--- src/rtl/shift_pkg.sv ---
// ============================================================================
// shift_pkg : shared types, rounding modes and saturation helper
// Rev 1.0
// ============================================================================
`default_nettype none

package shift_pkg;

  typedef enum logic [1:0] {
    IDLE = 2'd0,
    RUN  = 2'd1,
    DONE = 2'd2
  } state_t;

  localparam int ROUND_FLOOR   = 0;
  localparam int ROUND_HALF_UP = 1;

  // Clamp a wide signed value into the signed range of a w-bit word.
  function automatic logic signed [63:0] sat_to_width(input logic signed [63:0] v,
                                                     input int w);
    logic signed [63:0] hi;
    logic signed [63:0] lo;
    hi = (64'sd1 <<< (w - 1)) - 64'sd1;
    lo = -hi - 64'sd1;
    if (v > hi) return hi;
    if (v < lo) return lo;
    return v;
  endfunction

endpackage

`default_nettype wire

--- src/rtl/shift_accumulator_if.sv ---
// ============================================================================
// shift_accumulator_if : request/result valid-ready bundle
// Rev 1.0
// ============================================================================
`default_nettype none

interface shift_accumulator_if #(
  parameter int WIDTH     = 21,
  parameter int SHAMT_W   = 4,
  parameter int MAX_TERMS = 4
);
  localparam int NW = $clog2(MAX_TERMS + 1);

  logic                         in_valid;
  logic                         in_ready;
  logic signed [WIDTH-1:0]      in_data;
  logic [NW-1:0]                in_nterms;
  logic [MAX_TERMS*SHAMT_W-1:0] in_shamt;
  logic [MAX_TERMS-1:0]         in_dir;
  logic [MAX_TERMS-1:0]         in_neg;
  logic                         out_valid;
  logic                         out_ready;
  logic signed [WIDTH-1:0]      out_data;
  logic                         out_sat;

  modport master (
    output in_valid, in_data, in_nterms, in_shamt, in_dir, in_neg, out_ready,
    input  in_ready, out_valid, out_data, out_sat
  );

  modport slave (
    input  in_valid, in_data, in_nterms, in_shamt, in_dir, in_neg, out_ready,
    output in_ready, out_valid, out_data, out_sat
  );

endinterface

`default_nettype wire

--- src/rtl/shift_term.sv ---
// ============================================================================
// shift_term : combinational single-term shifter (saturating left, arith right)
// Rev 1.0
// ============================================================================
`default_nettype none

module shift_term
  import shift_pkg::*;
#(
  parameter int WIDTH   = 21,
  parameter int SHAMT_W = 4,
  parameter int ROUND   = ROUND_FLOOR
) (
  input  logic signed [WIDTH-1:0] i_x,
  input  logic [SHAMT_W-1:0]      i_s,
  input  logic                    i_dir,
  output logic signed [WIDTH-1:0] o_term,
  output logic                    o_sat
);

  localparam int EXTW = WIDTH + 2**SHAMT_W;

  logic signed [EXTW-1:0]  w_shl;
  logic signed [WIDTH-1:0] w_shr;
  logic signed [WIDTH-1:0] w_satval;
  logic                    w_ovf;
  logic                    w_rbit;

  always_comb begin
    w_shl    = EXTW'(i_x) <<< i_s;
    // Everything from the new sign bit upward must replicate the original sign.
    w_ovf    = (w_shl[EXTW-1:WIDTH-1] != {(EXTW-WIDTH+1){i_x[WIDTH-1]}});
    w_satval = i_x[WIDTH-1] ? {1'b1, {(WIDTH-1){1'b0}}} : {1'b0, {(WIDTH-1){1'b1}}};
    // Bit s-1 of x; shifting past the top yields the sign bit automatically.
    w_rbit   = (ROUND == ROUND_HALF_UP) && (i_s != '0) &&
               1'(i_x >>> (i_s - SHAMT_W'(1)));
    w_shr    = (i_x >>> i_s) + $signed({{(WIDTH-1){1'b0}}, w_rbit});
    o_sat    = !i_dir && w_ovf;
    o_term   = i_dir ? w_shr : (w_ovf ? w_satval : w_shl[WIDTH-1:0]);
  end

endmodule

`default_nettype wire

--- src/rtl/shift_accumulator.sv ---
// ============================================================================
// shift_accumulator : multi-cycle signed shift-and-accumulate, one term/clock
// Rev 1.0
// ============================================================================
`default_nettype none

module shift_accumulator
  import shift_pkg::*;
#(
  parameter int WIDTH     = 21,
  parameter int SHAMT_W   = 4,
  parameter int MAX_TERMS = 4,
  parameter int ROUND     = ROUND_FLOOR
) (
  input  logic               clk,
  input  logic               rst,
  shift_accumulator_if.slave bus
);

  localparam int NW   = $clog2(MAX_TERMS + 1);
  localparam int IDXW = (MAX_TERMS > 1) ? $clog2(MAX_TERMS) : 1;
  localparam int ACCW = WIDTH + $clog2(MAX_TERMS) + 1;

  state_t                       r_state;
  state_t                       w_next;
  logic signed [WIDTH-1:0]      r_x;
  logic [MAX_TERMS*SHAMT_W-1:0] r_shamt;
  logic [MAX_TERMS-1:0]         r_dir;
  logic [MAX_TERMS-1:0]         r_neg;
  logic [NW-1:0]                r_n;
  logic [NW-1:0]                r_idx;
  logic signed [ACCW-1:0]       r_acc;
  logic                         r_sat;
  logic signed [WIDTH-1:0]      r_out_data;
  logic                         r_out_sat;

  logic [NW-1:0]                w_n_clamp;
  logic [IDXW-1:0]              w_sel;
  logic [SHAMT_W-1:0]           w_shamt;
  logic signed [WIDTH-1:0]      w_term;
  logic                         w_term_sat;
  logic signed [ACCW-1:0]       w_term_ext;
  logic signed [ACCW-1:0]       w_addend;
  logic signed [ACCW-1:0]       w_acc_next;
  logic signed [63:0]           w_acc_ext;
  logic signed [63:0]           w_acc_clamp;
  logic                         w_fsat;
  logic                         w_last;

  assign w_n_clamp = (bus.in_nterms > NW'(MAX_TERMS)) ? NW'(MAX_TERMS) : bus.in_nterms;
  assign w_sel     = r_idx[IDXW-1:0];
  assign w_shamt   = r_shamt[w_sel*SHAMT_W +: SHAMT_W];

  shift_term #(
    .WIDTH   (WIDTH),
    .SHAMT_W (SHAMT_W),
    .ROUND   (ROUND)
  ) u_term (
    .i_x    (r_x),
    .i_s    (w_shamt),
    .i_dir  (r_dir[w_sel]),
    .o_term (w_term),
    .o_sat  (w_term_sat)
  );

  // Negate after widening so that -(-2^(WIDTH-1)) stays exact.
  assign w_term_ext  = ACCW'(w_term);
  assign w_addend    = r_neg[w_sel] ? -w_term_ext : w_term_ext;
  assign w_acc_next  = r_acc + w_addend;
  assign w_acc_ext   = 64'(w_acc_next);
  assign w_acc_clamp = sat_to_width(w_acc_ext, WIDTH);
  assign w_fsat      = (w_acc_clamp != w_acc_ext);
  assign w_last      = (r_idx == r_n - NW'(1));

  assign bus.in_ready  = (r_state == IDLE);
  assign bus.out_valid = (r_state == DONE);
  assign bus.out_data  = r_out_data;
  assign bus.out_sat   = r_out_sat;

  always_ff @(posedge clk) begin
    if (rst) r_state <= IDLE;
    else     r_state <= w_next;
  end

  always_comb begin
    w_next = r_state;
    unique case (r_state)
      IDLE:    if (bus.in_valid) w_next = (w_n_clamp == '0) ? DONE : RUN;
      RUN:     if (w_last) w_next = DONE;
      DONE:    if (bus.out_ready) w_next = IDLE;
      default: w_next = IDLE;
    endcase
  end

  always_ff @(posedge clk) begin
    if (rst) begin
      r_x        <= '0;
      r_shamt    <= '0;
      r_dir      <= '0;
      r_neg      <= '0;
      r_n        <= '0;
      r_idx      <= '0;
      r_acc      <= '0;
      r_sat      <= 1'b0;
      r_out_data <= '0;
      r_out_sat  <= 1'b0;
    end else begin
      case (r_state)
        IDLE: if (bus.in_valid) begin
          r_x     <= bus.in_data;
          r_shamt <= bus.in_shamt;
          r_dir   <= bus.in_dir;
          r_neg   <= bus.in_neg;
          r_n     <= w_n_clamp;
          r_idx   <= '0;
          r_acc   <= '0;
          r_sat   <= 1'b0;
          if (w_n_clamp == '0) begin
            r_out_data <= '0;
            r_out_sat  <= 1'b0;
          end
        end
        RUN: begin
          r_acc <= w_acc_next;
          r_idx <= r_idx + NW'(1);
          r_sat <= r_sat | w_term_sat;
          if (w_last) begin
            r_out_data <= WIDTH'(w_acc_clamp);
            r_out_sat  <= r_sat | w_term_sat | w_fsat;
          end
        end
        default: ;
      endcase
    end
  end

endmodule

`default_nettype wire

--- src/flat_wrapper.sv ---
// flat-port wrapper written by rule: the top's interface ports become plain ports
module shift_accumulator_flat import shift_pkg::*;
#(
  parameter int WIDTH     = 21,
  parameter int SHAMT_W   = 4,
  parameter int MAX_TERMS = 4,
  parameter int ROUND     = ROUND_FLOOR
)
  (clk, rst, bus_in_valid, bus_in_data, bus_in_nterms, bus_in_shamt, bus_in_dir, bus_in_neg, bus_out_ready, bus_in_ready, bus_out_valid, bus_out_data, bus_out_sat);
  shift_accumulator_if #(.WIDTH(WIDTH), .SHAMT_W(SHAMT_W), .MAX_TERMS(MAX_TERMS)) bus_i ();
  input  logic clk;
  input  logic rst;
  input wire logic [$bits(bus_i.in_valid)-1:0] bus_in_valid;
  input wire logic [$bits(bus_i.in_data)-1:0] bus_in_data;
  input wire logic [$bits(bus_i.in_nterms)-1:0] bus_in_nterms;
  input wire logic [$bits(bus_i.in_shamt)-1:0] bus_in_shamt;
  input wire logic [$bits(bus_i.in_dir)-1:0] bus_in_dir;
  input wire logic [$bits(bus_i.in_neg)-1:0] bus_in_neg;
  input wire logic [$bits(bus_i.out_ready)-1:0] bus_out_ready;
  output wire logic [$bits(bus_i.in_ready)-1:0] bus_in_ready;
  output wire logic [$bits(bus_i.out_valid)-1:0] bus_out_valid;
  output wire logic [$bits(bus_i.out_data)-1:0] bus_out_data;
  output wire logic [$bits(bus_i.out_sat)-1:0] bus_out_sat;
  assign bus_i.in_valid = bus_in_valid;
  assign bus_i.in_data = bus_in_data;
  assign bus_i.in_nterms = bus_in_nterms;
  assign bus_i.in_shamt = bus_in_shamt;
  assign bus_i.in_dir = bus_in_dir;
  assign bus_i.in_neg = bus_in_neg;
  assign bus_i.out_ready = bus_out_ready;
  assign bus_in_ready = bus_i.in_ready;
  assign bus_out_valid = bus_i.out_valid;
  assign bus_out_data = bus_i.out_data;
  assign bus_out_sat = bus_i.out_sat;
  shift_accumulator #(.WIDTH(WIDTH), .SHAMT_W(SHAMT_W), .MAX_TERMS(MAX_TERMS), .ROUND(ROUND)) u_core (.clk(clk), .rst(rst), .bus(bus_i));
endmodule
--- config.mk ---
export PLATFORM = sky130hd
export DESIGN_NAME = shift_accumulator_flat
export DESIGN_NICKNAME = d
export VERILOG_FILES = /design/src/rtl/shift_pkg.sv /design/src/rtl/shift_accumulator_if.sv /design/src/rtl/shift_term.sv /design/src/rtl/shift_accumulator.sv /design/src/flat_wrapper.sv
export SDC_FILE = /design/constraint.sdc
export NUM_CORES = 1
export LEC_CHECK = 0
export ABC_AREA = 1
export CORE_UTILIZATION = 64
export CTS_CLUSTER_DIAMETER = 30
export CTS_CLUSTER_SIZE = 30
export DETAILED_ROUTE_END_ITERATION = 10
export GPL_ROUTABILITY_DRIVEN = 0
export HOLD_SLACK_MARGIN = 0.06
export PLACE_DENSITY = 0.88
export SKIP_CTS_REPAIR_TIMING = 1
export SLEW_MARGIN = 20
export SYNTH_ARGS = -nofsm -noshare
export SYNTH_HDL_FRONTEND = slang
export SYNTH_HIERARCHICAL = 1
export SYNTH_SLANG_ARGS = --single-unit
export TNS_END_PERCENT = 50
--- constraint.sdc ---
create_clock -name clk -period 8.87 [get_ports clk]
set_clock_uncertainty 0.05 [all_clocks]
set_input_delay 0.887 -clock clk [delete_from_list [all_inputs] [get_ports clk]]
set_output_delay 0.887 -clock clk [all_outputs]
set_load 0.005 [all_outputs]
# After elaboration in Yosys (flattened, before gate mapping)
# Cells that the tools add are included.
word_totals:
  regBits: 100
  latchBits: 0
  ramBits: 0
  romBits: 0
  output_inout_bits: 24
  elab_cells: 77
  mem_count: 0
op_classes:
  add_sub_neg: 4
  multipliers: 0
  n_div: 0
  magnitude_cmp: 4
  n_eq_ne: 9
  n_shift: 3
  muxes: 35
  n_bitwise: 2
  n_reduce_logical: 9
ops:
  columns: ["operator", "n"]
  rows:
  - ["64-bit two-way mux", 4]
  - ["21-bit two-way mux", 6]
  - ["64-bit by 24-bit != test with 1-bit output", 1]
  - ["24-bit two-way mux", 2]
  - ["24-bit case mux with 2 select lines", 1]
  - ["21-bit case mux with 2 select lines", 1]
  - ["21-bit by 4-bit <<< shifter with 37-bit output", 1]
  - ["24-bit adder", 1]
  - ["24-bit by 21-bit > comparator with 1-bit output, second input constant", 1]
  - ["24-bit by 21-bit < comparator with 1-bit output, second input constant", 1]
  - ["21-bit negation with 24-bit output", 1]
  - ["21-bit by 4-bit >>> shifter with 21-bit output", 1]
  - ["17-bit != test", 1]
  - ["16-bit by 5-bit indexed part select with 4-bit output", 1]
  - ["1-bit two-way mux", 9]
  - ["2-bit two-way mux", 4]
  - ["3-bit two-way mux", 2]
  - ["2-bit case mux with 3 select lines", 1]
  - ["3-bit case mux with 2 select lines", 1]
  - ["1-bit binary-select mux with 2-bit select", 2]
  - ["2-bit by 1-bit != test with 1-bit output, second input constant", 2]
  - ["2-bit != test, second input constant", 2]
  - ["1-bit case mux with 2 select lines", 2]
  - ["2-bit AND reduction", 2]
  - ["15 further kinds", 16]

# Longest topological paths before layout
# Gate-level depths: netlist (run 1).
depth:
  word_depth: 17
  depth_mapped: 53
  mapped_depth_nobuf: 48

# Hierarchy
# The synthesis (run 1) kept the hierarchy.
modules_own_cells:
  columns: ["module", "instances", "cells_each", "area_each_um2"]
  rows:
  - ["shift_accumulator", 1, 1005, 6332.3]
  - ["shift_term", 1, 468, 2192.1]

# Worst setup path before layout (run 1)
# No wires, ideal clock.
synth_timing:
  path_kind: "register to register"
  start: "register u_core.r_idx[0]"
  end: "register u_core.r_out_sat (netlist: u_core/bus.out_sat)"
  arrival_ps: 5713
  setup_slack_ps: 3036
  path_stages_with_launch: 47
  cell_sequence: "dfxtp_1 buf_4 clkbuf_1 o21ai_0 o22ai_1 buf_6 inv_4 buf_6 nand2_1 nand3_1 nand2_1 nand2_1 nand2_1 nand2_1 nor2_1 nand2_1 nand2_1 nor2_2 (+11 left out) nand4_1 nor3_1 a21oi_1 ha_1 nand2_1 nor3_1 nand3_1 nand3_1 nand2_1 nand2_1 and2_1 nand3_1 ha_1 buf_2 nand2_1 nand2_1 nand2_1 a21oi_1"
synth_between:
  elab_chain_len: 17
  elab_cells_between_ends: 31
  classes_between: "add/sub (2); order compare (2); eq/ne (4); shift (3); mux (15); bitwise (2); reduce/logical (3)"
synth_lines:
  columns: ["element", "line_no", "rtl"]
  rows:
  - ["start: declaration", "shift_accumulator.sv:31", "logic [NW-1:0] r_idx;"]
  - ["start signal: assignment", "shift_accumulator.sv:125", "r_idx <= r_idx + NW'(1);"]
  - ["16-bit by 5-bit indexed part select with 4-bit output *", "shift_accumulator.sv:52", "assign w_shamt = r_shamt[w_sel*SHAMT_W +: SHAMT_W];"]
  - ["via u_core.w_shamt[0]", "shift_accumulator.sv:39", "logic [SHAMT_W-1:0] w_shamt;"]
  - ["21-bit by 4-bit <<< shifter with 37-bit output", "shift_term.sv:30", "w_shl = EXTW'(i_x) <<< i_s;"]
  - ["17-bit != test", "shift_term.sv:32", "w_ovf = (w_shl[EXTW-1:WIDTH-1] != {(EXTW-WIDTH+1){i_x[WIDTH-1]}});"]
  - ["21-bit two-way mux", "shift_term.sv:39", "o_term = i_dir ? w_shr : (w_ovf ? w_satval : w_shl[WIDTH-1:0]);"]
  - ["21-bit two-way mux *", "shift_term.sv:39", null]
  - ["via u_core.w_term[0]", "shift_accumulator.sv:40", "logic signed [WIDTH-1:0] w_term;"]
  - ["21-bit negation with 24-bit output", "shift_accumulator.sv:68", "assign w_addend = r_neg[w_sel] ? -w_term_ext : w_term_ext;"]
  - ["(+2 left out)", null, null]
  - ["24-bit by 21-bit < comparator with 1-bit output", "shift_pkg.sv:26", "if (v < lo) return lo;"]
  - ["1-bit two-way mux (2 in a row)", "shift_pkg.sv:26", null]
  - ["64-bit two-way mux", "shift_pkg.sv:27", "return v;"]
  - ["64-bit two-way mux", "shift_pkg.sv:26", null]
  - ["64-bit by 24-bit != test with 1-bit output *", "shift_accumulator.sv:72", "assign w_fsat = (w_acc_clamp != w_acc_ext);"]
  - ["1-bit bitwise OR *", "shift_accumulator.sv:129", "r_out_sat <= r_sat | w_term_sat | w_fsat;"]
  - ["1-bit two-way mux *", "shift_accumulator.sv:127", "if (w_last) begin"]
  - ["1-bit case mux with 2 select lines *", "shift_accumulator.sv:108", "case (r_state)"]
  - ["end signal: assignment", "shift_accumulator.sv:129", null]
  - ["end: declaration", "shift_accumulator.sv:35", "logic r_out_sat;"]
# Mark *: on every way through the listed nets, which the timed path passes. The rest lies on a longest branch. The select of a mux whose other input is x is not followed.
# A chain may end at the register's enable or synchronous reset.

# Worst setup path in the final report (run 1)
layout_timing:
  start: "register u_core.r_idx[0]"
  end: "register u_core.r_out_data[19] (netlist: u_core/bus.out_data[19])"
layout_between:
  elab_chain_len: 15
  elab_cells_between_ends: 26
  classes_between: "add/sub (2); order compare (2); eq/ne (3); shift (3); mux (15); reduce/logical (1)"
layout_lines:
  columns: ["element", "line_no", "rtl"]
  rows:
  - ["16-bit by 5-bit indexed part select with 4-bit output *", "shift_accumulator.sv:52", null]
  - ["via u_core.w_shamt[0]", "shift_accumulator.sv:39", null]
  - ["21-bit by 4-bit <<< shifter with 37-bit output", "shift_term.sv:30", null]
  - ["17-bit != test", "shift_term.sv:32", null]
  - ["21-bit two-way mux", "shift_term.sv:39", null]
  - ["21-bit two-way mux *", "shift_term.sv:39", null]
  - ["via u_core.w_term[0]", "shift_accumulator.sv:40", null]
  - ["21-bit negation with 24-bit output", "shift_accumulator.sv:68", null]
  - ["24-bit two-way mux *", "shift_accumulator.sv:68", null]
  - ["24-bit adder *", "shift_accumulator.sv:69", "assign w_acc_next = r_acc + w_addend;"]
  - ["24-bit by 21-bit < comparator with 1-bit output", "shift_pkg.sv:26", null]
  - ["1-bit two-way mux (2 in a row)", "shift_pkg.sv:26", null]
  - ["64-bit two-way mux", "shift_pkg.sv:27", null]
  - ["64-bit two-way mux *", "shift_pkg.sv:26", null]
  - ["21-bit two-way mux *", "shift_accumulator.sv:127", null]
  - ["21-bit case mux with 2 select lines *", "shift_accumulator.sv:108", null]
  - ["end signal: assignment", "shift_accumulator.sv:128", "r_out_data <= WIDTH'(w_acc_clamp);"]
  - ["end: declaration", "shift_accumulator.sv:34", "logic signed [WIDTH-1:0] r_out_data;"]
# Marks and branches as above.

==> flow_summary.ini, run 1 <==
[floorplan]
die-area_mm2 = 0.01379
start_util = 0.6647
die_w_um = 117.4
die_h_um = 117.4
rows = 41
ioPinCount = 76
coreArea_mm2 = 0.01282

[critical_path]
crit_arrival_ps = 8170
slowest_delay_ps = 520
crit_top_cell = nand2_1
critPathCaptureType = register
crit_slowest_cell = dfxtp_2
cp_top_family = simple AND/OR/NAND/NOR gates
path_buf_inv = 5
critPathKind = reg -> reg
required_ps = 9020
cp-start-kind = register
cp_max_fo = 27

[synthesis]
synthSimpleGateAreaFrac = 0.4301
synth_warnings = 6
synth_top_family_by_area = simple AND/OR/NAND/NOR gates
synth_cell_types = 47
synthMuxAreaShare = 0.004697
synth-seq-cells = 100
syn-num-nets = 1556
synthAdderAreaFrac = 0.04638
syn_area_mm2 = 0.008524
synth_xor_area_frac = 0.02466
yosysSeqAreaShare = 0.2348
syn-mean-instance-area_um2 = 5.787
syn_inst = 1473
synth_compound_area_frac = 0.1626

[placed_design]
numPortBuffers = 75
hpwl_um = 18090
place_inst = 1655

[global_routing]
grt_overflow = 0
grt_start_max_net_pins = 51
grtUsageTotal = 0.3620
antenna_found_initial = 0
grt_first_pass_wirelength_um = 41260
grt_pass1_vias = 8625

[route]
routed_wl_um = 25020
viasPerCell = 5.956
drt-wirelength-per-cell_um = 14.97
drtIter0Drc = 1630
drtPass1Iterations = 9
drc_errors = 0
vias = 9959
ant_nets = 0

[final_layout]
instances_no_fill = 1672
n_antenna_cell = 0
nNetsFinal = 1578
drive_above_1_share = 0.06200
syn2layout_area_growth_pct = 11.92

[timing]
hold_viol_final = 0
rsz0062_at_grt = no
setup_violations = 0
slew_violations = 0
relSlewSlack = 0.3420
fin_crit_ps = 8021
setup_tns_ps = 0
fin_crit_sh = 0.9043
fmax_ghz = 0.1247
worstMarginPinSlew_ps = 987.0

[job]
drv_cap = 0

[clock_network]
clk_latency_ps = 360
clock_sinks = 100
htreeDepth = 3
clk_root_buffer_cell = clkbuf_16
cts_tree = yes
clock_path_buffers = 2
cts_made_buffers = 9
clk_pin_slew_ps = 70

[outcome]
outcome = complete, no violations

[min_path]
hold_class = reg -> reg
-- cell usage in the layout, fill, tap and decap left out, types with 11 or more instances in the layout --
cell / n
nand2_2: 12
a21oi_1: 83
xnor2_1: 13
o21ai_0: 128
dfxtp_1: 99
ha_1: 30
nor2_1: 184
inv_1: 106
xor2_1: 11
nand3_1: 127
clkdlybuf4s50_1: 74
buf_4: 14
nand4_1: 34
nand2_1: 462
-- cells by family after synthesis --
kind of cell | after synthesis
compound gates | 256
fa+ha+maj | 31
mux | 4
flops | 100
simple gates | 864
xor+xnor | 24
buf+inv | 194
-- worst paths after layout --
kind,from,end,slack [ps],cells past startpoint
max,u_core/r_idx[0],u_core/bus.out_data[19],850,44
min,u_core/bus.out_data[4],u_core/bus.out_data[4],420,2
max reg2reg,u_core/r_idx[0],u_core/bus.out_data[19],850,44
min reg2reg,u_core/bus.out_data[4],u_core/bus.out_data[4],420,2
-- tightest hold or removal path, delay by kind of cell (launching register included) --
kind | cells | cell delay [ps]
flops | 1 | 310
compound gates | 1 | 50
simple gates | 1 | 60
-- synth_stat cells, drive strengths merged --
cell type | count | area (µm²)
nand2 | 476 | 1832
nor2 | 192 | 748.2
o21ai | 144 | 747.0
nand3 | 132 | 685.7
inv | 114 | 430.4
dfxtp | 100 | 2002
a21oi | 88 | 459.2
clkbuf | 42 | 157.7
buf | 37 | 232.7
nand4 | 34 | 212.7
ha | 30 | 375.4
xnor2 | 13 | 113.9
nor3 | 11 | 60.06
xor2 | 11 | 96.34
o211ai | 10 | 80.07
nand3b | 6 | 45.04
or2 | 6 | 37.54
o22ai | 5 | 31.28
and2 | 4 | 25.02
mux2i | 4 | 40.04
o21bai | 2 | 15.01
o31ai | 2 | 15.01
a21boi | 1 | 7.510
a31oi | 1 | 6.260
and3 | 1 | 6.260
clkinv | 1 | 3.750
fa | 1 | 20.02
nor3b | 1 | 7.510
nor4 | 1 | 6.260
o21a | 1 | 7.510
o221ai | 1 | 8.760
o311ai | 1 | 8.760
-- through the flow --
step	area, µm²	hold slack (ps)	util	setup WS [ps]
after global routing	9540	438.2	0.7439	33.45
after floorplan	8524	391.1	-	3036
after detailed placement	9225	408.4	0.7193	824.3
after global placement	9225	396.7	0.7193	1042
after CTS	9518	419.7	0.7421	640.3
final	9540	417.9	0.7439	849.2
-- state kept, by name (all words and copies together) (netlist names) --
register and flops:
u_core/r_n 3, u_core/r_sat 1, u_core/r_idx 3, u_core/bus.out_sat 1
u_core/r_shamt 16, u_core/bus.out_data 21, u_core/r_x 21, u_core/r_acc 24
u_core/r_state 2, u_core/r_dir 4, u_core/r_neg 4
-- layout make-up --
class	count	area [µm²]
multi-input cells	1180	5744
inverters	115	434.2
fillers	1136	3284
well taps	172	215.2
repair buffers	89	850.8
clock inverters	7	67.56
clock buffers	9	225.2
flip-flops and latches	100	2003
-- metal layers --
layer | wire [µm] | track usage | vias up | part of all wire
li1 | - | - | 4853 | -
met1 | 11010 | 0.5252 | 4452 | 0.44
met2 | 10560 | 0.5374 | 579 | 0.42
met3 | 2773 | 0.05934 | 75 | 0.11
met4 | 679 | 0.1234 | 0 | 0.027
met5 | 0 | 0 | - | 0
Power of run 1 is left out: the tool's default activity adds up to more than one toggle a clock period on the data nets, which glitch-free logic cannot reach.
==> inputs of run 2 (changes only) <==
REMOVE_ABC_BUFFERS = 1   (was not set)
SLEW_MARGIN = not set   (was 20)
==> run 2 against run 1 <==
Routed wire length decreased by 1.8%; final cell count about the same; clock-buffer cell count increased by 1; first-iteration DRC count down 29%; sequential cell count did not move; critical path depth fell by 4; hold slack lost 4.3 ps; via count is 1.5% lower; maximum frequency grew 0.40%; critical path type unchanged.
==> flow_summary.ini, run 2 (same netlist as run 1, synthesis figures left out) <==
[outcome]
outcome = complete, no violations

[timing]
setup_tns_ps = 0
fin_crit_sh = 0.9007
rsz0062_at_grt = no
slew_violations = 0
relSlewSlack = 0.2553
hold_viol_final = 0
fin_crit_ps = 7989
fmax_ghz = 0.1252
worstMarginPinSlew_ps = 1116
setup_violations = 0

[final_layout]
nNetsFinal = 1577
final_cell_mix = 462 x nand2_1, 185 x nor2_1, 128 x o21ai_0
syn2layout_area_growth_pct = 12.02
seqCellArea_mm2 = 0.002003
mostFrequentLayoutCell = nand2_1
multi_input_area_mm2 = 0.005738
n_fill_cell = 1133
largest_reg_flops = 24
drive_above_1_share = 0.06137
n_antenna_cell = 0
regMostFlops = u_core/r_acc

[clock_network]
clk_pin_slew_ps = 70
clk_latency_ps = 360
clock_sinks = 100
clk_root_buffer_cell = clkbuf_16
clock_path_buffers = 2
cts_tree = yes
cts_made_buffers = 9
htreeDepth = 3

[floorplan]
die-area_mm2 = 0.01379
coreArea_mm2 = 0.01282
die_w_um = 117.4
rows = 41
die_h_um = 117.4
start_util = 0.6647
ioPinCount = 76

[route]
drt-wirelength-per-cell_um = 14.70
ant_nets = 0
viasPerCell = 5.870
drc_errors = 0
routed_wl_um = 24560
vias = 9808
drtPass1Iterations = 9
drtIter0Drc = 1158

[global_routing]
grt_start_max_net_pins = 51
grt_first_pass_wirelength_um = 41620
antenna_found_initial = 0
grtUsageTotal = 0.3643
grt_overflow = 0
grt_pass1_vias = 8841

[critical_path]
cp-start-kind = register
crit_arrival_ps = 8150
critPathCaptureType = register
crit_slowest_cell = ha_2
crit_top_cell = nand2_1
critPathKind = reg -> reg
cp_max_fo = 34
slowest_delay_ps = 580
required_ps = 9030

[placed_design]
hpwl_um = 18520
numPortBuffers = 75

[min_path]
hold_class = reg -> reg

[job]
drv_cap = 0
## run 2: cell type report
class,instances,area share
multi-input cells,1179,0.6009
flip-flops and latches,100,0.2098
repair buffers,89,0.08910
inverters,115,0.04586
clock buffers,10,0.02503
well taps,172,0.02254
clock inverters,6,0.006813
## run 2: critical path: cells and delay by family (launching register included)
kind	cells	cell delay, ps
compound gates	5	700
flops	1	510
buf+inv	5	1320
simple gates	27	4120
fa+ha+maj	3	1130
## run 2: worst paths after layout
check / from / end / slack (ps) / depth (start not counted)
max: u_core/r_idx[0] / u_core/bus.out_data[15] / 880 / 40
min: u_core/bus.out_data[7] / u_core/bus.out_data[7] / 410 / 2
max reg2reg: u_core/r_idx[0] / u_core/bus.out_data[15] / 880 / 40
min reg2reg: u_core/bus.out_data[7] / u_core/bus.out_data[7] / 410 / 2
## run 2: per-layer routing
metal | share of wire | global-route usage | wire length, µm
met2 | 0.46 | 0.5906 | 11290
met3 | 0.084 | 0.06955 | 2072
met1 | 0.41 | 0.4516 | 10040
met4 | 0.047 | 0.2045 | 1157
met5 | 0 | 0 | 0
## run 2: stage by stage
stage	cells	cell area [µm²]	setup WS (ps)	util	hold WS [ps]
3_5_place_dp	1655	9225	391.7	0.7193	404.1
4_1_cts	1671	9529	317.6	0.7430	415.1
6_report	1671	9549	881.0	0.7446	413.6
5_1_grt	1671	9549	12.03	0.7446	437.6
3_3_place_gp	1655	9225	599.4	0.7193	399.6
2_1_floorplan	1394	8134	525.7	-	389.2
Power of run 2 is left out for the same reason.
==> RTL change 1, RTL diff (flow settings as in run 2) <==
`WIDTH` is set to 21 in 4 places; all go to 23.
--- a/src/rtl/shift_accumulator_if.sv
+++ b/src/rtl/shift_accumulator_if.sv
@@ -7,3 +7,3 @@
 interface shift_accumulator_if #(
-  parameter int WIDTH     = 21,
+  parameter int WIDTH     = 23,
   parameter int SHAMT_W   = 4,
--- a/src/rtl/shift_term.sv
+++ b/src/rtl/shift_term.sv
@@ -9,3 +9,3 @@
 #(
-  parameter int WIDTH   = 21,
+  parameter int WIDTH   = 23,
   parameter int SHAMT_W = 4,
--- a/src/rtl/shift_accumulator.sv
+++ b/src/rtl/shift_accumulator.sv
@@ -9,3 +9,3 @@
 #(
-  parameter int WIDTH     = 21,
+  parameter int WIDTH     = 23,
   parameter int SHAMT_W   = 4,
--- a/src/flat_wrapper.sv
+++ b/src/flat_wrapper.sv
@@ -3,3 +3,3 @@
 #(
-  parameter int WIDTH     = 21,
+  parameter int WIDTH     = 23,
   parameter int SHAMT_W   = 4,
Interface: changed (resized bus_in_data and bus_out_data); port bits go from 76 to 80. No check against the original RTL was run, so the function may have changed too.
==> RTL change 1 against run 2 <==
Die area rose by 9.0%; sequential cell count up 6; worst hold slack barely moved; worst setup slack better by 0.21 ns; area after synthesis increased by 9.1%; final area increased by 8.9%; sequential share of layout area down 0.57 points; wire length is 2.8% higher; non-clock buffer count increased by 4; count of clock-buffer cells in the layout is 1 higher.
Power is left out: the tool's default activity adds up to more than one toggle a clock period on the data nets, which glitch-free logic cannot reach.
==> RTL change 1: results (changes against run 2) <==
* Drt wl/cell at 13.70 µm (-6.8%)
* Most instantiated cells after synthesis: nand2_1, nor2_1, nand3_1
* CTS HTree Levels at 3 (unchanged)
* Compound-Gate Fraction of Synth Area at 15.74% (-0.52 points)
* Later-pin clock latency in the skew report at 0.36 ns (about the same)
* First-pass GRT wire length at 42.07 mm (+1.1%)
* Vias in the first global route at 9180 (+3.8%)
* Worst Path Arrival at 8.02 ns (-0.13 ns)
* Initial antenna violation count at 0 (unchanged)
* Pin count of the biggest net entering global routing at 55 (+7.8%)
* CTS buffer count at 9 (unchanged)
* Most flops, register: u_core/r_acc
* Status: finished clean
* Synth async-reset ratio at 0% (unchanged)
* Mux contribution to synthesized area at 0.3363% (-0.13 points)
* XOR/XNOR share of the synthesized area at 2.354% (-0.11 points)
* Yosys warns at 6 (unchanged)
* Synth top area cells: dfxtp_1, nand2_1, nand3_1, nor2_1, o21ai_0
* Adder-cell area share of the yosys netlist at 4.251% (-0.39 points)
* CTS root buf: clkbuf_16
* Total GRT Usage at 34.78% (-1.7 points)
* Drt pass-1 iters at 9 (unchanged)
* Layout cells sized above 1 at 5.472% (-0.67 points)
* Clock transition at the registers of the reported paths at 0.08 ns
* Hold Path Class: reg -> reg
* Worst path top cell family by delay: simple AND/OR/NAND/NOR gates
* Clock Path Buffers at 2 (unchanged)
* DR vias at 10.64k (+8.5%)
* Final net count at 1743 (+11%)
* Worst-margin pin slew at 0.9291 ns (-0.1866 ns)
* Seq/Total Area, Yosys at 22.81% (-0.67 points)
* Detailed Route Iter0 Violations at 1452 (+25%)
* Post-synthesis cell type count at 46 (-2.1%)
* DP Wirelength at 18.85 mm (+1.8%)
* Crit-path max FO at 54 (+59%)
* Number of flip-flops in the largest register at 26 (+8.3%)
* Critical Path Max Stage Delay at 0.66 ns (+0.08 ns)
* IO Port Bufs at 79 (+5.3%)
* Ys flop type: dfxtp_1
* Crit-path slowest cell: dfxtp_1
* Ant. Diodes at 0 (unchanged)
==> RTL change 1: metrics by stage <==
step | setup WS [ns] | hold slack (ns) | std cells | instance area (µm²) | util [%]
2_1_floorplan | -0.01117 | 0.3892 | 1554 | 8910 | -
3_5_place_dp | 1.352 | 0.4031 | 1827 | 10050 | 71.59
5_1_grt | 0.2868 | 0.4303 | 1843 | 10400 | 74.06
3_3_place_gp | 1.714 | 0.3971 | 1827 | 10050 | 71.59
4_1_cts | 1.264 | 0.4145 | 1843 | 10400 | 74.06
6_report | 1.095 | 0.4140 | 1843 | 10400 | 74.06
==> RTL change 1: layer usage <==
metal	up-vias	share of wire, %	track usage [%]
li1	5320	-	-
met1	4700	44	47.74
met2	559	45	54.63
met3	58	9.1	5.251
met4	0	2.7	13.41
met5	-	0	0
==> RTL change 1: path summary, 6_finish.rpt <==
kind / endpoint / slack [ns] / start / depth (start not counted)
min: u_core/bus.out_data[19] / 0.41 / u_core/bus.out_data[19] / 2
max: u_core/bus.out_data[7] / 1.10 / u_core/r_idx[0] / 43
max reg2reg: u_core/bus.out_data[7] / 1.10 / u_core/r_idx[0] / 43
min reg2reg: u_core/bus.out_data[19] / 0.41 / u_core/bus.out_data[19] / 2
==> RTL change 1: worst register-to-register path: cells and delay by family (launching register included) <==
| kind | cells | cell delay [ns] |
|---|---|---|
| and+or+nand+nor | 29 | 3.89 |
| buffers and inverters | 5 | 1.18 |
| adders and majority gates | 3 | 0.83 |
| AOI/OAI and AO/OA | 5 | 0.90 |
| xor gates and xnor gates | 1 | 0.16 |
| DFF | 1 | 0.66 |
==> RTL change 1: cell type report <==
cell class	instances	area, µm²
flip-flops and latches	106	2122
inverters	171	641.9
well taps	180	225.2
clock inverters	5	93.84
repair buffers	93	890.9
clock buffers	11	252.7
multi-input cells	1277	6173
fillers	1242	3642
==> RTL change 1: logic make-up after synthesis <==
| group | after synthesis |
|---|---|
| and+or+nand+nor | 950 |
| AOI/OAI and AO/OA | 268 |
| buffers and inverters | 252 |
| DFF | 106 |
| adders and majority gates | 31 |
| xor gates and xnor gates | 25 |
| muxes | 3 |
==> RTL change 2, RTL diff (flow settings as in run 2) <==
Without the edit above. Reset style: asynchronous (`rst`), changed in 2 clocked blocks.
--- a/src/rtl/shift_accumulator.sv
+++ b/src/rtl/shift_accumulator.sv
@@ -79,3 +79,3 @@
 
-  always_ff @(posedge clk) begin
+  always_ff @(posedge clk or posedge rst) begin
     if (rst) r_state <= IDLE;
@@ -94,3 +94,3 @@
 
-  always_ff @(posedge clk) begin
+  always_ff @(posedge clk or posedge rst) begin
     if (rst) begin
Check against the original RTL: not equivalent (Yosys sat finds a counterexample within 4 cycles, from zero or initial values and one cycle with rst high; the reset may be asserted at any time).
==> RTL change 2 against run 2 <==
Final area up 2.6%; sequential cell count stayed put; area after synthesis increased by 2.3%; final cell count down 5.8%; worst setup slack gained 0.015 ns; via count is 5.3% lower; wire length down 3.7%.
Power is left out: the tool's default activity adds up to more than one toggle a clock period on the data nets, which glitch-free logic cannot reach.
==> RTL change 2: results (changes against run 2) <==
* Status: finished clean
* Mux contribution to synthesized area at 0.4591% (-0.011 points)
* Later-pin clock latency in the skew report at 0.37 ns
* Worst Hold Depth at 2 (unchanged)
* Filler Cell Count at 1109 (-2.1%)
* Crit-path max FO at 27 (-21%)
* First-pass GRT wire length at 39.80 mm (-4.4%)
* Yosys warns at 6 (unchanged)
* Clock Path Buffers at 2 (unchanged)
* WL met3 at 2.078 mm (+0.29%)
* CTS root buf: clkbuf_16
* Initial antenna violation count at 0 (unchanged)
* Compound-Gate Fraction of Synth Area at 14.92% (-1.3 points)
* Adder-cell area share of the yosys netlist at 4.534% (-0.10 points)
* Most flops, register: u_core/r_acc
* Post-synthesis cell type count at 50 (+6.4%)
* Hold endpoint: u_core/r_dir[1]
* Yosys top cell by area: dfrtp_1
* Critical Path Max Stage Delay at 0.63 ns (+0.05 ns)
* Hold Path Class: reg -> reg
* CTS HTree Levels at 3 (unchanged)
* Detailed Route Iter0 Violations at 1096 (-5.4%)
* XOR/XNOR share of the synthesized area at 2.912% (+0.45 points)
* Ys flop type: dfrtp_1
* Synth top area cells: dfrtp_1, nand2_1, nand3_1, o21ai_0, inv_1
* Met1 usage at 46.13% (+0.96 points)
* Layout cells sized above 1 at 7.225% (+1.1 points)
* Vias in the first global route at 8591 (-2.8%)
* Pin count of the biggest net entering global routing at 60 (+18%)
* Worst r2r dst: u_core/bus.out_data[10]
* Critical path class: reg -> reg
* Worst setup startpoint: u_core/r_idx[0]
* CTS buffer count at 9 (unchanged)
* Metal-1 WL at 10.20 mm (+1.5%)
* Total GRT Usage at 34.72% (-1.7 points)
* Seq/Total Area, Yosys at 28.69% (+5.2 points)
* DR vias at 9285 (-5.3%)
* Worst Reg2Reg Path Length in Cells at 41 (+2.5%)
* IO Port Bufs at 75 (unchanged)
* Most instantiated cells after synthesis: nand2_1, nand3_1, o21ai_0
* Met2 wire len at 10.76 mm (-4.7%)
* Clock transition at the registers of the reported paths at 0.07 ns (about the same)
* Worst-margin pin slew at 0.8328 ns (-0.2830 ns)
* Drt wl/cell at 15.03 µm (+2.2%)
* Worst Path Arrival at 8.20 ns (+0.05 ns)
* Synth async-reset ratio at 100.0% (+100 points)
* Drt pass-1 iters at 6 (-3)
* Hold path startpoint: u_core/r_dir[1]
* Ant. Diodes at 0 (unchanged)
* Met3 usage at 8.687% (+1.7 points)
* Max layer used: met4
* Number of flip-flops in the largest register at 24 (unchanged)
* DP Wirelength at 17.23 mm (-7.0%)
* Reg2Reg Setup Slack at 0.90 ns
* Crit-path slowest cell: dfrtp_1
* Final net count at 1476 (-6.4%)
* Worst path top cell family by delay: simple AND/OR/NAND/NOR gates
* Global-route met2 utilization at 54.31% (-4.7 points)
[RTL change 2: changes by cell type after synthesis, moves of 22 or more]
cell	change
a21oi_1	-44
dfrtp_1	+100
dfxtp_1	-100
nand2_1	+43
nor2_1	-92
o21ai_0	-22
[RTL change 2: per-stage QoR]
step                worst slack [ns]  cells  hold WS (ns)  area (µm²)
global placement               1.180   1558        0.4095        9447
global route                  0.1707   1574        0.4607        9802
detailed placement            0.7600   1558        0.4143        9447
CTS                           0.6949   1574        0.4340        9791
floorplan                     0.7405   1297        0.3936        8373
finish                        0.8956   1574        0.4311        9802
[RTL change 2: final cells by class]
| class | count | area [µm²] | area share (%) |
|---|---|---|---|
| tap | 176 | 220.2 | 2.247 |
| inverter | 115 | 447.9 | 4.570 |
| clock inverter | 6 | 105.1 | 1.072 |
| timing repair buffer | 85 | 825.8 | 8.425 |
| sequential | 100 | 2502 | 25.53 |
| multi-input combinational | 1082 | 5461 | 55.72 |
| clock buffer | 10 | 239.0 | 2.438 |
